**src/rtl/hollywood_hash_lanes.sv**
```systemverilog
// hollywood_hash_lanes: multi-lane hollywood hash checker with a result FIFO.
// Optional feature macro: HOLLYWOOD_HASH_CSR_EN (runtime-writable target pair).
module hollywood_hash_lanes #(
  parameter int unsigned NUM_LANES = 4,
  parameter logic [15:0] R4        = 16'hFEB1,
  parameter logic [15:0] R6        = 16'h9298,
  parameter int unsigned MAX_WORDS = 16,
  parameter int unsigned MIN_WORDS = 1,
  parameter int unsigned RES_DEPTH = 4,
  localparam int unsigned LANE_W   = (NUM_LANES > 1) ? $clog2(NUM_LANES) : 1,
  localparam int unsigned COUNT_W  = $clog2(MAX_WORDS + 1)
) (
  input  logic               clk,
  input  logic               reset,
`ifdef HOLLYWOOD_HASH_CSR_EN
  input  logic               cfg_we,
  input  logic [15:0]        cfg_r4,
  input  logic [15:0]        cfg_r6,
`endif
  input  logic               in_valid,
  output logic               in_ready,
  input  logic               in_channel,
  input  logic [LANE_W-1:0]  in_lane,
  input  logic [15:0]        in_data,
  output logic               out_valid,
  input  logic               out_ready,
  output logic [LANE_W-1:0]  out_lane,
  output logic [COUNT_W-1:0] out_count
);

  localparam int unsigned PTR_W  = (RES_DEPTH > 1) ? $clog2(RES_DEPTH) : 1;
  localparam int unsigned FCNT_W = $clog2(RES_DEPTH + 1);

  // Per-lane hash state
  logic [15:0]          r4_q  [NUM_LANES];
  logic [15:0]          r4_d  [NUM_LANES];
  logic [15:0]          r6_q  [NUM_LANES];
  logic [15:0]          r6_d  [NUM_LANES];
  logic [COUNT_W-1:0]   cnt_q [NUM_LANES];
  logic [COUNT_W-1:0]   cnt_d [NUM_LANES];
  logic [NUM_LANES-1:0] ovf_q, ovf_d;

  // Compare-stage snapshot
  logic               chk_vld_q, chk_vld_d;
  logic [LANE_W-1:0]  snap_lane_q, snap_lane_d;
  logic [15:0]        snap_r4_q, snap_r4_d;
  logic [15:0]        snap_r6_q, snap_r6_d;
  logic [COUNT_W-1:0] snap_cnt_q, snap_cnt_d;

  // Result FIFO
  logic [LANE_W-1:0]  fifo_lane_q [RES_DEPTH];
  logic [COUNT_W-1:0] fifo_cnt_q  [RES_DEPTH];
  logic [PTR_W-1:0]   wr_ptr_q, wr_ptr_d, rd_ptr_q, rd_ptr_d;
  logic [FCNT_W-1:0]  fcnt_q, fcnt_d;

  logic               accept, lane_ok, match, push, pop;
  logic [LANE_W-1:0]  lane_idx;
  logic [15:0]        cdab, sum, tgt_r4, tgt_r6;

  function automatic logic [PTR_W-1:0] ptr_inc(input logic [PTR_W-1:0] p);
    return (p == PTR_W'(RES_DEPTH - 1)) ? '0 : p + PTR_W'(1);
  endfunction

`ifdef HOLLYWOOD_HASH_CSR_EN
  logic [15:0] tgt_r4_q, tgt_r6_q;

  // Target pair registers, reloaded by a config write
  always_ff @(posedge clk or posedge reset) begin
    if (reset) begin
      tgt_r4_q <= R4;
      tgt_r6_q <= R6;
    end else if (cfg_we) begin
      tgt_r4_q <= cfg_r4;
      tgt_r6_q <= cfg_r6;
    end
  end

  assign tgt_r4 = tgt_r4_q;
  assign tgt_r6 = tgt_r6_q;
`else
  assign tgt_r4 = R4;
  assign tgt_r6 = R6;
`endif

  // Handshake, lane decode and hash datapath
  always_comb begin
    in_ready = ({1'b0, fcnt_q} + (FCNT_W + 1)'(chk_vld_q)) < (FCNT_W + 1)'(RES_DEPTH);
    accept   = in_valid && in_ready;
    lane_ok  = ({1'b0, in_lane} < (LANE_W + 1)'(NUM_LANES));
    lane_idx = lane_ok ? in_lane : '0;
    cdab     = {in_data[7:0], in_data[15:8]};
    sum      = r4_q[lane_idx] + cdab;
  end

  // Lane state next-state and snapshot capture
  always_comb begin
    r4_d        = r4_q;
    r6_d        = r6_q;
    cnt_d       = cnt_q;
    ovf_d       = ovf_q;
    chk_vld_d   = 1'b0;
    snap_lane_d = snap_lane_q;
    snap_r4_d   = snap_r4_q;
    snap_r6_d   = snap_r6_q;
    snap_cnt_d  = snap_cnt_q;
    if (accept && lane_ok) begin
      if (in_channel) begin
        r4_d[lane_idx]  = '0;
        r6_d[lane_idx]  = '0;
        cnt_d[lane_idx] = '0;
        ovf_d[lane_idx] = 1'b0;
      end else if (!ovf_q[lane_idx]) begin
        if (cnt_q[lane_idx] < COUNT_W'(MAX_WORDS)) begin
          r4_d[lane_idx]  = r6_q[lane_idx] ^ cdab;
          r6_d[lane_idx]  = {sum[7:0], sum[15:8]};
          cnt_d[lane_idx] = cnt_q[lane_idx] + COUNT_W'(1);
          chk_vld_d       = 1'b1;
          snap_lane_d     = lane_idx;
          snap_r4_d       = r6_q[lane_idx] ^ cdab;
          snap_r6_d       = {sum[7:0], sum[15:8]};
          snap_cnt_d      = cnt_q[lane_idx] + COUNT_W'(1);
        end else begin
          ovf_d[lane_idx] = 1'b1;
        end
      end
    end
  end

  // Compare stage and FIFO pointer/occupancy bookkeeping
  always_comb begin
    match     = chk_vld_q && (snap_r4_q == tgt_r4) && (snap_r6_q == tgt_r6) &&
                (snap_cnt_q >= COUNT_W'(MIN_WORDS));
    push      = match;
    out_valid = (fcnt_q != '0);
    pop       = out_valid && out_ready;
    out_lane  = fifo_lane_q[rd_ptr_q];
    out_count = fifo_cnt_q[rd_ptr_q];
    wr_ptr_d  = push ? ptr_inc(wr_ptr_q) : wr_ptr_q;
    rd_ptr_d  = pop ? ptr_inc(rd_ptr_q) : rd_ptr_q;
    fcnt_d    = fcnt_q;
    if (push && !pop)      fcnt_d = fcnt_q + FCNT_W'(1);
    else if (pop && !push) fcnt_d = fcnt_q - FCNT_W'(1);
  end

  // Lane state, snapshot and FIFO registers
  always_ff @(posedge clk or posedge reset) begin
    if (reset) begin
      for (int i = 0; i < NUM_LANES; i++) begin
        r4_q[i]  <= '0;
        r6_q[i]  <= '0;
        cnt_q[i] <= '0;
      end
      ovf_q       <= '0;
      chk_vld_q   <= 1'b0;
      snap_lane_q <= '0;
      snap_r4_q   <= '0;
      snap_r6_q   <= '0;
      snap_cnt_q  <= '0;
      for (int j = 0; j < RES_DEPTH; j++) begin
        fifo_lane_q[j] <= '0;
        fifo_cnt_q[j]  <= '0;
      end
      wr_ptr_q <= '0;
      rd_ptr_q <= '0;
      fcnt_q   <= '0;
    end else begin
      r4_q        <= r4_d;
      r6_q        <= r6_d;
      cnt_q       <= cnt_d;
      ovf_q       <= ovf_d;
      chk_vld_q   <= chk_vld_d;
      snap_lane_q <= snap_lane_d;
      snap_r4_q   <= snap_r4_d;
      snap_r6_q   <= snap_r6_d;
      snap_cnt_q  <= snap_cnt_d;
      if (push) begin
        fifo_lane_q[wr_ptr_q] <= snap_lane_q;
        fifo_cnt_q[wr_ptr_q]  <= snap_cnt_q;
      end
      wr_ptr_q <= wr_ptr_d;
      rd_ptr_q <= rd_ptr_d;
      fcnt_q   <= fcnt_d;
    end
  end

endmodule
```
**config.mk**
```make
export PLATFORM = sky130hd
export DESIGN_NAME = hollywood_hash_lanes
export DESIGN_NICKNAME = d
export VERILOG_FILES = /design/src/rtl/hollywood_hash_lanes.sv
export SDC_FILE = /design/constraint.sdc
export NUM_CORES = 1
export LEC_CHECK = 0
export ABC_CLOCK_PERIOD_IN_PS = 9200
export CAP_MARGIN = 10
export CORE_MARGIN = 8
export CORE_UTILIZATION = 30
export CTS_CLUSTER_SIZE = 10
export DETAILED_ROUTE_END_ITERATION = 8
export MAX_ROUTING_LAYER = met4
export PLACE_DENSITY = 0.41
export SLEW_MARGIN = 10
export SYNTH_ARGS = -nofsm -noshare
export SYNTH_HDL_FRONTEND = slang
export SYNTH_SLANG_ARGS = --single-unit
```
**constraint.sdc**
```tcl
create_clock -name clk -period 9.2 [get_ports clk]
set_input_delay 0.92 -clock clk [delete_from_list [all_inputs] [get_ports clk]]
set_output_delay 0.92 -clock clk [all_outputs]
set_load 0.01 [all_outputs]
```
# Word level (Yosys, flattened, before mapping)
# Index checks and enable logic that the tools add are counted.
# op_classes
n_addsub	7
order_cmp	10
eq_ne	6
mux	52
bitwise_logic	14
reduce_logical	18
# op_table
op	count
64-bit two-way mux	6
64-bit bitwise AND	2
64-bit bitwise mux	2
16-bit two-way mux	5
16-bit binary-select mux with 2-bit select	2
64-bit NOT	1
20-bit two-way mux	3
20-bit bitwise mux	2
16-bit demux with 2-bit select	1
16-bit == test (second input constant)	2
5-bit two-way mux	6
20-bit bitwise AND	1
5-bit binary-select mux with 2-bit select	2
5-bit demux with 2-bit select	2
20-bit NOT	1
16-bit adder	1
16-bit XOR	1
4-bit two-way mux	3
1-bit logical AND	10
2-bit two-way mux	5
3-bit greater-or-equal comparator (second input constant)	3
2-bit NOT with 3-bit output	3
8-bit bitwise mux	1
3-bit by 1-bit less-than comparator with 1-bit output (second input constant)	2
27 further kinds	40
# totals
register_bits	227
in_bits	23
output_inout_bits	9
elab_cells	136

# Depth between registers and ports, before layout
# depth
ltp_word	9
ltp_mapped	13
depth_no_buf	10

# Least setup slack after synthesis
# No wires, ideal clock.
# synth_path
path_kind	input-to-reg
from	input in_lane[1]
to	register snap_r6_q[6]
setup_ps	125
arrival_ps	4496
required_time_ps	9075
path_slack_ps	4580
stages	13
n_path_buf	4
cell_sequence	buf_6 clkbuf_1 buf_2 clkbuf_1 mux4_2 ha_1 fa_1 a21o_1 a221oi_1 o2111ai_1 a21oi_1 xnor2_1 mux2_2
# synth_via
elab_chain_cells	6
elab_cells_between_ends	13
cone_classes	add/sub (1); order compare (1); mux (8); bitwise (2); reduce/logical (1)
# synth_lines
item	line	text
start: declaration	23	input logic [LANE_W-1:0] in_lane,
parallel branches: the longest is 6 deep, another holds 16-bit adder	n/a	
end signal: assignment	174	snap_r6_q <= snap_r6_d;
end: declaration	47	logic [15:0] snap_r6_q, snap_r6_d;
# Parallel ways; which one is timed is not known. The select of a mux whose other input is x is not followed.
# A chain may end at the register's enable or synchronous reset.

# Worst setup path after layout
# layout_path
from	input in_lane[0]
to	register snap_r6_q[6]
# The elaborated chain is that of the path after synthesis.

==> impl_metrics.yaml <==
run_status:
  status: "finished clean"
timing:
  tns_ns: 0
  tightest_slew_ns: 1.11
  fin_worst_skew_ns: 0.0108
  layout_min_cycle_time_ns: 4.80
  slew_viol_final: 0
  hold_viol_final: 0
  final-setup-viol-count: 0
  max_freq_ghz: 0.208
  finalCritPeriodShare_pct: 52.2
  max_slew_margin_pct: 26.0
  rsz0062_at_grt: "false"
logic_synthesis:
  yosysUniqueCellTypes: 52
  synth_area_um2: 10400
  syn_nets: 853
  async_flop_share_pct: 100
  synth_edf_count: 0
  ys_seq_area_share_pct: 54.5
  synth-seq-cells: 227
  synth-main-ff-cell: "dfrtp_1"
  synth_cells: 806
  ys_warn_count: 0
  syn-mean-instance-area_um2: 12.9
placement:
  dpl.hpwl_um: 20000
  place_area_um2: 11100
  portBuffers: 31
  globalplace.congestion: 0.802
pwr:
  vdd_drop_max_mv: 0.153
  power_density_nw_per_um2: 279
  power.leakage_nw: 5.51
clocking:
  cts_hold_buf: 0
  htree_levels: 1
  cts_buffer_depth: 3
  post_cts_resized: 0
  cts_tree: "done"
  insertion_delay_ns: 0.53
  path_clk_slew_ns: 0.06
  cts_setup_buffers: 0
  cts-root-buf: "clkbuf_16"
  cts_made_buffers: 28
  clock_sink_count: 227
finish:
  diodes: 0
  final_nets: 878
  nFillCells: 3405
  final_cell_mix: "227 x dfrtp_1, 125 x a22o_1, 91 x nand2_1, 45 x mux4_2, 43 x o21ai_0"
  areaGrowthSynthToFinish_pct: 15.2
  drive_gt1_share_pct: 16.1
  final-seq-area_um2: 5680
  layout_commonest_cell: "dfrtp_1"
  multi_input_area_um2: 4460
  final_cell_area_um2: 12000
grt:
  grt_first_pass_wirelength_um: 48000
  grt_max_degree: 150
  grt_pass1_vias: 7547
  antenna_found_initial: 0
  grt-ovfl-total: 0
  grt_use_total_pct: 15.4
floorplanning:
  die_x_um: 202
  ioPinCount: 32
  fp.dieH_um: 202
  start_util_pct: 30.3
  dieArea_um2: 40900
  core_area_um2: 34400
  rows: 68
routing:
  drtAntennaViolNets: 0
  met1Wirelength_um: 14400
  drc: 0
  wl_met2_um: 14100
  met3_length_um: 1340
  dr.pass1.iters: 5
  viasPerCell: 5.36
  highest_layer: "met4"
  drt_iter0_drc: 418
  wirelength_um: 30700
  wl_per_cell_um: 23.6
  num_vias: 6952
critical_path:
  crit_slowest_cell: "a221oi_1"
  arrival_ns: 5.22
  end_kind: "register"
  crit_path_start_kind: "input port"
  path_max_fanout: 23
  max_stage_delay_ns: 0.82
  cp.required_ns: 9.61
  path_class: "in2reg"
  path_cells: "buf_2 > buf_4 > mux4_2 > ha_1 > fa_1 > a21o_1 > a221oi_1 > o2111ai_1 > a21oi_1 > xnor2_1 > mux2_2"
job:
  cap_violations: 0
min_path:
  hold_class: "reg2reg"
## logic make-up after synthesis
family          count (synthesis)  share of synthesized area (%)
flops                         227                           54.5
compound gates                224                           16.4
simple gates                  158                           6.85
mux                            80                           13.5
buf+inv                        58                           2.73
xor+xnor                       35                           2.94
fa+ha+maj                      24                           3.03
## worst max-delay path: cells and delay by family
| family | cells | cell delay, ns |
|---|---|---|
| AOI/OAI and AO/OA | 4 | 1.48 |
| buffers and inverters | 2 | 1.14 |
| muxes | 2 | 0.86 |
| adders and majority gates | 2 | 0.66 |
| xor gates and xnor gates | 1 | 0.15 |
## path summary, 6_finish.rpt
check | from | end | slack [ns] | depth (start not counted)
setup / recovery | in_lane[0] | snap_r6_q[6]$_DFFE_PP0P_ | 4.40 | 11
hold / removal | snap_r4_q[2]$_DFFE_PP0P_ | snap_r4_q[2]$_DFFE_PP0P_ | 0.47 | 1
setup reg to reg | r4_q[48]$_DFFE_PP0P_ | snap_r6_q[6]$_DFFE_PP0P_ | 5.69 | 9
hold reg to reg | snap_r4_q[2]$_DFFE_PP0P_ | snap_r4_q[2]$_DFFE_PP0P_ | 0.47 | 1
max in group asynchronous | reset | r6_q[41]$_DFFE_PP0P_ | 6.60 | 3
min in group asynchronous | reset | snap_r4_q[4]$_DFFE_PP0P_ | 0.98 | 2
## state kept, by name, indices dropped and copies added, names as in the netlist, 5 cells and up, named ones only
| signal | count |
|---|---|
| fifo_lane_q | 8 |
| r6_q | 64 |
| r4_q | 64 |
| fifo_cnt_q | 20 |
| snap_cnt_q | 5 |
| snap_r4_q | 16 |
| cnt_q | 20 |
| snap_r6_q | 16 |
## per-layer routing
| layer | vias up | global-route usage [%] |
|---|---|---|
| met5 | - | - |
| met4 | 0 | 4.33 |
| met3 | 56 | 2.58 |
| met2 | 178 | 23.6 |
| met1 | 3666 | 21.0 |
| li1 | 3052 | - |
## through the flow
| step | std cells | power, W | hold WS [ns] | util [%] | worst slack [ns] |
|---|---|---|---|---|---|
| floorplan | 806 | 0.00204 | 0.437 | - | 2.06 |
| global placement | 1256 | 0.00229 | 0.456 | 32.4 | 3.80 |
| detailed placement | 1256 | 0.00232 | 0.462 | 32.4 | 3.79 |
| CTS | 1298 | 0.00338 | 0.475 | 34.9 | 4.37 |
| global route | 1298 | 0.00352 | 0.485 | 34.9 | 4.02 |
| finish | 1298 | 0.00334 | 0.469 | 34.9 | 4.40 |
## area by class of cell
class,instances,area share (%)
sequential,227,47.3
multi-input combinational,521,37.2
clock buffer,40,6.81
tap,455,4.74
timing repair buffer,44,3.32
inverter,9,0.344
clock inverter,2,0.292
## report_power, final
group          leakage, nW  switching (W)  total, W  internal, W
Sequential            3.00       0.000170   0.00145      0.00128
Clock                0.418       0.000410   0.00104     0.000632
Combinational         2.09       0.000448  0.000851     0.000403
Total                 5.51        0.00103   0.00334      0.00232
## cells in the mapped netlist (3+ instances only)
master    count  area [µm²]
mux2_1        3        33.8
nand4_1       5        31.3
nand2b_1      4        25.0
ha_1         22         275
mux4_2       45        1010
nand3_1       3        15.0
a31oi_1       3        18.8
dfrtp_1     227        5680
inv_1         8        30.0
buf_4         4        30.0
buf_6         5        56.3
clkbuf_1     28         105
xor2_1        8        70.1
nand2_1      91         342
a22o_1      125        1090
a211oi_1      3        22.5
mux2_2       32         360
and2_1        6        37.5
nor2_1       32         120
xnor2_1      27         236
o21ai_0      43         215
a21o_1       26         195
a21oi_1      11        55.1
buf_2        11        55.1
(Power assumes the default switching activity.)
==> patch, RTL diff (same settings) <==
`NUM_LANES`: 4 -> 2.
--- a/src/rtl/hollywood_hash_lanes.sv
+++ b/src/rtl/hollywood_hash_lanes.sv
@@ -1,7 +1,7 @@
 // hollywood_hash_lanes: multi-lane hollywood hash checker with a result FIFO.
 // Optional feature macro: HOLLYWOOD_HASH_CSR_EN (runtime-writable target pair).
 module hollywood_hash_lanes #(
-  parameter int unsigned NUM_LANES = 4,
+  parameter int unsigned NUM_LANES = 2,
   parameter logic [15:0] R4        = 16'hFEB1,
   parameter logic [15:0] R6        = 16'h9298,
   parameter int unsigned MAX_WORDS = 16,
Interface: changed (resized in_lane and out_lane); port bits go from 32 to 30. No check against the original RTL was run, so the function may have changed too.
==> patch against the original RTL <==
- design area is 30% lower
- worst setup slack better by 1.4 ns
- sequential share of layout area is 4.0 points lower
- power is 38% lower
- area after synthesis is 31% lower
- fmax is 40% higher
- sequential cell count is 81 lower
- wire length is 40% lower
- highest routed layer unchanged
==> patch: results (changes against the original RTL) <==
| Metric | Value |
|---|---|
| Fillers | `2,313 (was 3,405)` |
| Min-delay src | `snap_r6_q[12]$_DFFE_PP0P_ (was snap_r4_q[2]$_DFFE_PP0P_)` |
| GR Util All Layers | `13.9% (was 15.4%)` |
| Reg-to-Reg End | `fcnt_q[2]$_DFFE_PP0P_ (was snap_r6_q[6]$_DFFE_PP0P_)` |
| CP arrival | `3.67 ns (was 5.22 ns)` |
| CTS H-Tree Depth | `4 (was 1)` |
| Hold Crit Depth | `2 (was 1)` |
| Adder-Cell Fraction of Synth Area | `4.39% (was 3.03%)` |
| Sequential area share after synthesis | `50.9% (was 54.5%)` |
| Synth top area cells | `dfrtp_1 51%, nand2_1 6.1%, mux2_4 5.0% (was dfrtp_1 55%, a22o_1 11%, mux4_2 9.7%)` |
| Share of cells above drive strength 1 | `15.6% (was 16.1%)` |
| Layout Nets | `717 (was 878)` |
| Initial drt markers | `222 (was 418)` |
| Reg2Reg Launch Point | `snap_r4_q[3]$_DFFE_PP0P_ (was r4_q[48]$_DFFE_PP0P_)` |
| Lkg Pwr | `3.91 nW (was 5.51 nW)` |
| Mux share of post-synthesis cell area | `13.3% (was 13.5%)` |
| Post-synth top cells | `146 x dfrtp_1, 117 x nand2_1, 40 x o21ai_0 (was 227 x dfrtp_1, 125 x a22o_1, 91 x nand2_1)` |
| Vias in the first global route | `5,038 (was 7,547)` |
| Drt first pass iters | `4 (was 5)` |
| Synth cell types | `50 (was 52)` |
| Hold endpoint | `snap_r6_q[12]$_DFFE_PP0P_ (was snap_r4_q[2]$_DFFE_PP0P_)` |
| Clock distribution power | `757 uW (was 1.04 mW)` |
| GPL Wtd Cong | `0.849 (was 0.802)` |
| Crit Path Max Fanout | `42 (was 23)` |
| First-pass GRT wire length | `30,000 um (was 48,000 um)` |
| IO Port Bufs | `29 (was 31)` |
| Outcome | `complete, no violations (unchanged)` |
| Routed wire per std cell | `18.3 um (was 23.6 um)` |
| Rel. slew slack | `24.0% (was 26.0%)` |
| Post-Syn Nets | `698 (was 853)` |
| Sw Share | `31.4% (was 30.7%)` |
| Xor/xnor share of the synthesized area | `4.39% (was 2.94%)` |
| Number of CTS-inserted buffers | `17 (was 28)` |
| Max VDD drop | `0.111 mV (was 0.153 mV)` |
## patch: area by class of cell
| class | count | share of cell area, % |
|---|---|---|
| clock buffer | 18 | 5.21 |
| timing repair buffer | 35 | 3.92 |
| sequential | 146 | 43.4 |
| clock inverter | 14 | 2.41 |
| inverter | 11 | 0.550 |
| tap | 319 | 4.74 |
| multi-input combinational | 460 | 39.8 |
## patch: stage by stage
step                power (mW)  hold slack, ns  cells  worst slack, ns  instance area (sq um)
finish                    2.09           0.472   1003             5.77                   8420
global route              2.21           0.499   1003             5.52                   8420
CTS                       2.11           0.478   1003             5.77                   8420
detailed placement        1.35           0.457    971             5.35                   7780
global placement          1.34           0.457    971             5.39                   7780
floorplan                 1.19           0.437    652             4.36                   7180
## patch: metal layers
layer,track usage [%],routed length (um)
met2,20.3,8070
met4,3.97,248
met1,19.3,9390
met5,-,0
met3,2.58,635
## patch: how the worst max path moves through the flow
| stage | start | endpoint | slack, ns | depth (start not counted) |
|---|---|---|---|---|
| 3_5_place_dp | in_lane | snap_r6_q[4]$_DFFE_PP0P_ | 5.35 | 12 |
| 2_1_floorplan | reset | asynchronous set/reset pin | 4.36 | 1 |
| 3_3_place_gp | in_lane | snap_r6_q[4]$_DFFE_PP0P_ | 5.39 | 12 |
| 4_1_cts | in_lane | snap_r6_q[4]$_DFFE_PP0P_ | 5.77 | 12 |
| 5_1_grt | in_lane | r6_q[21]$_DFFE_PP0P_ | 5.52 | 11 |
| 6_report | in_lane | r6_q[21]$_DFFE_PP0P_ | 5.77 | 11 |
## patch: worst max-delay path, stage by stage
cell and delay [ns]:
buf_2 0.08, buf_4 0.55, mux2i_1 0.36, inv_1 0.08
ha_1 0.29, a211oi_1 0.38, o21ai_1 0.18, a21oi_1 0.27
a31oi_1 0.15, xnor2_1 0.26, o21ai_0 0.11
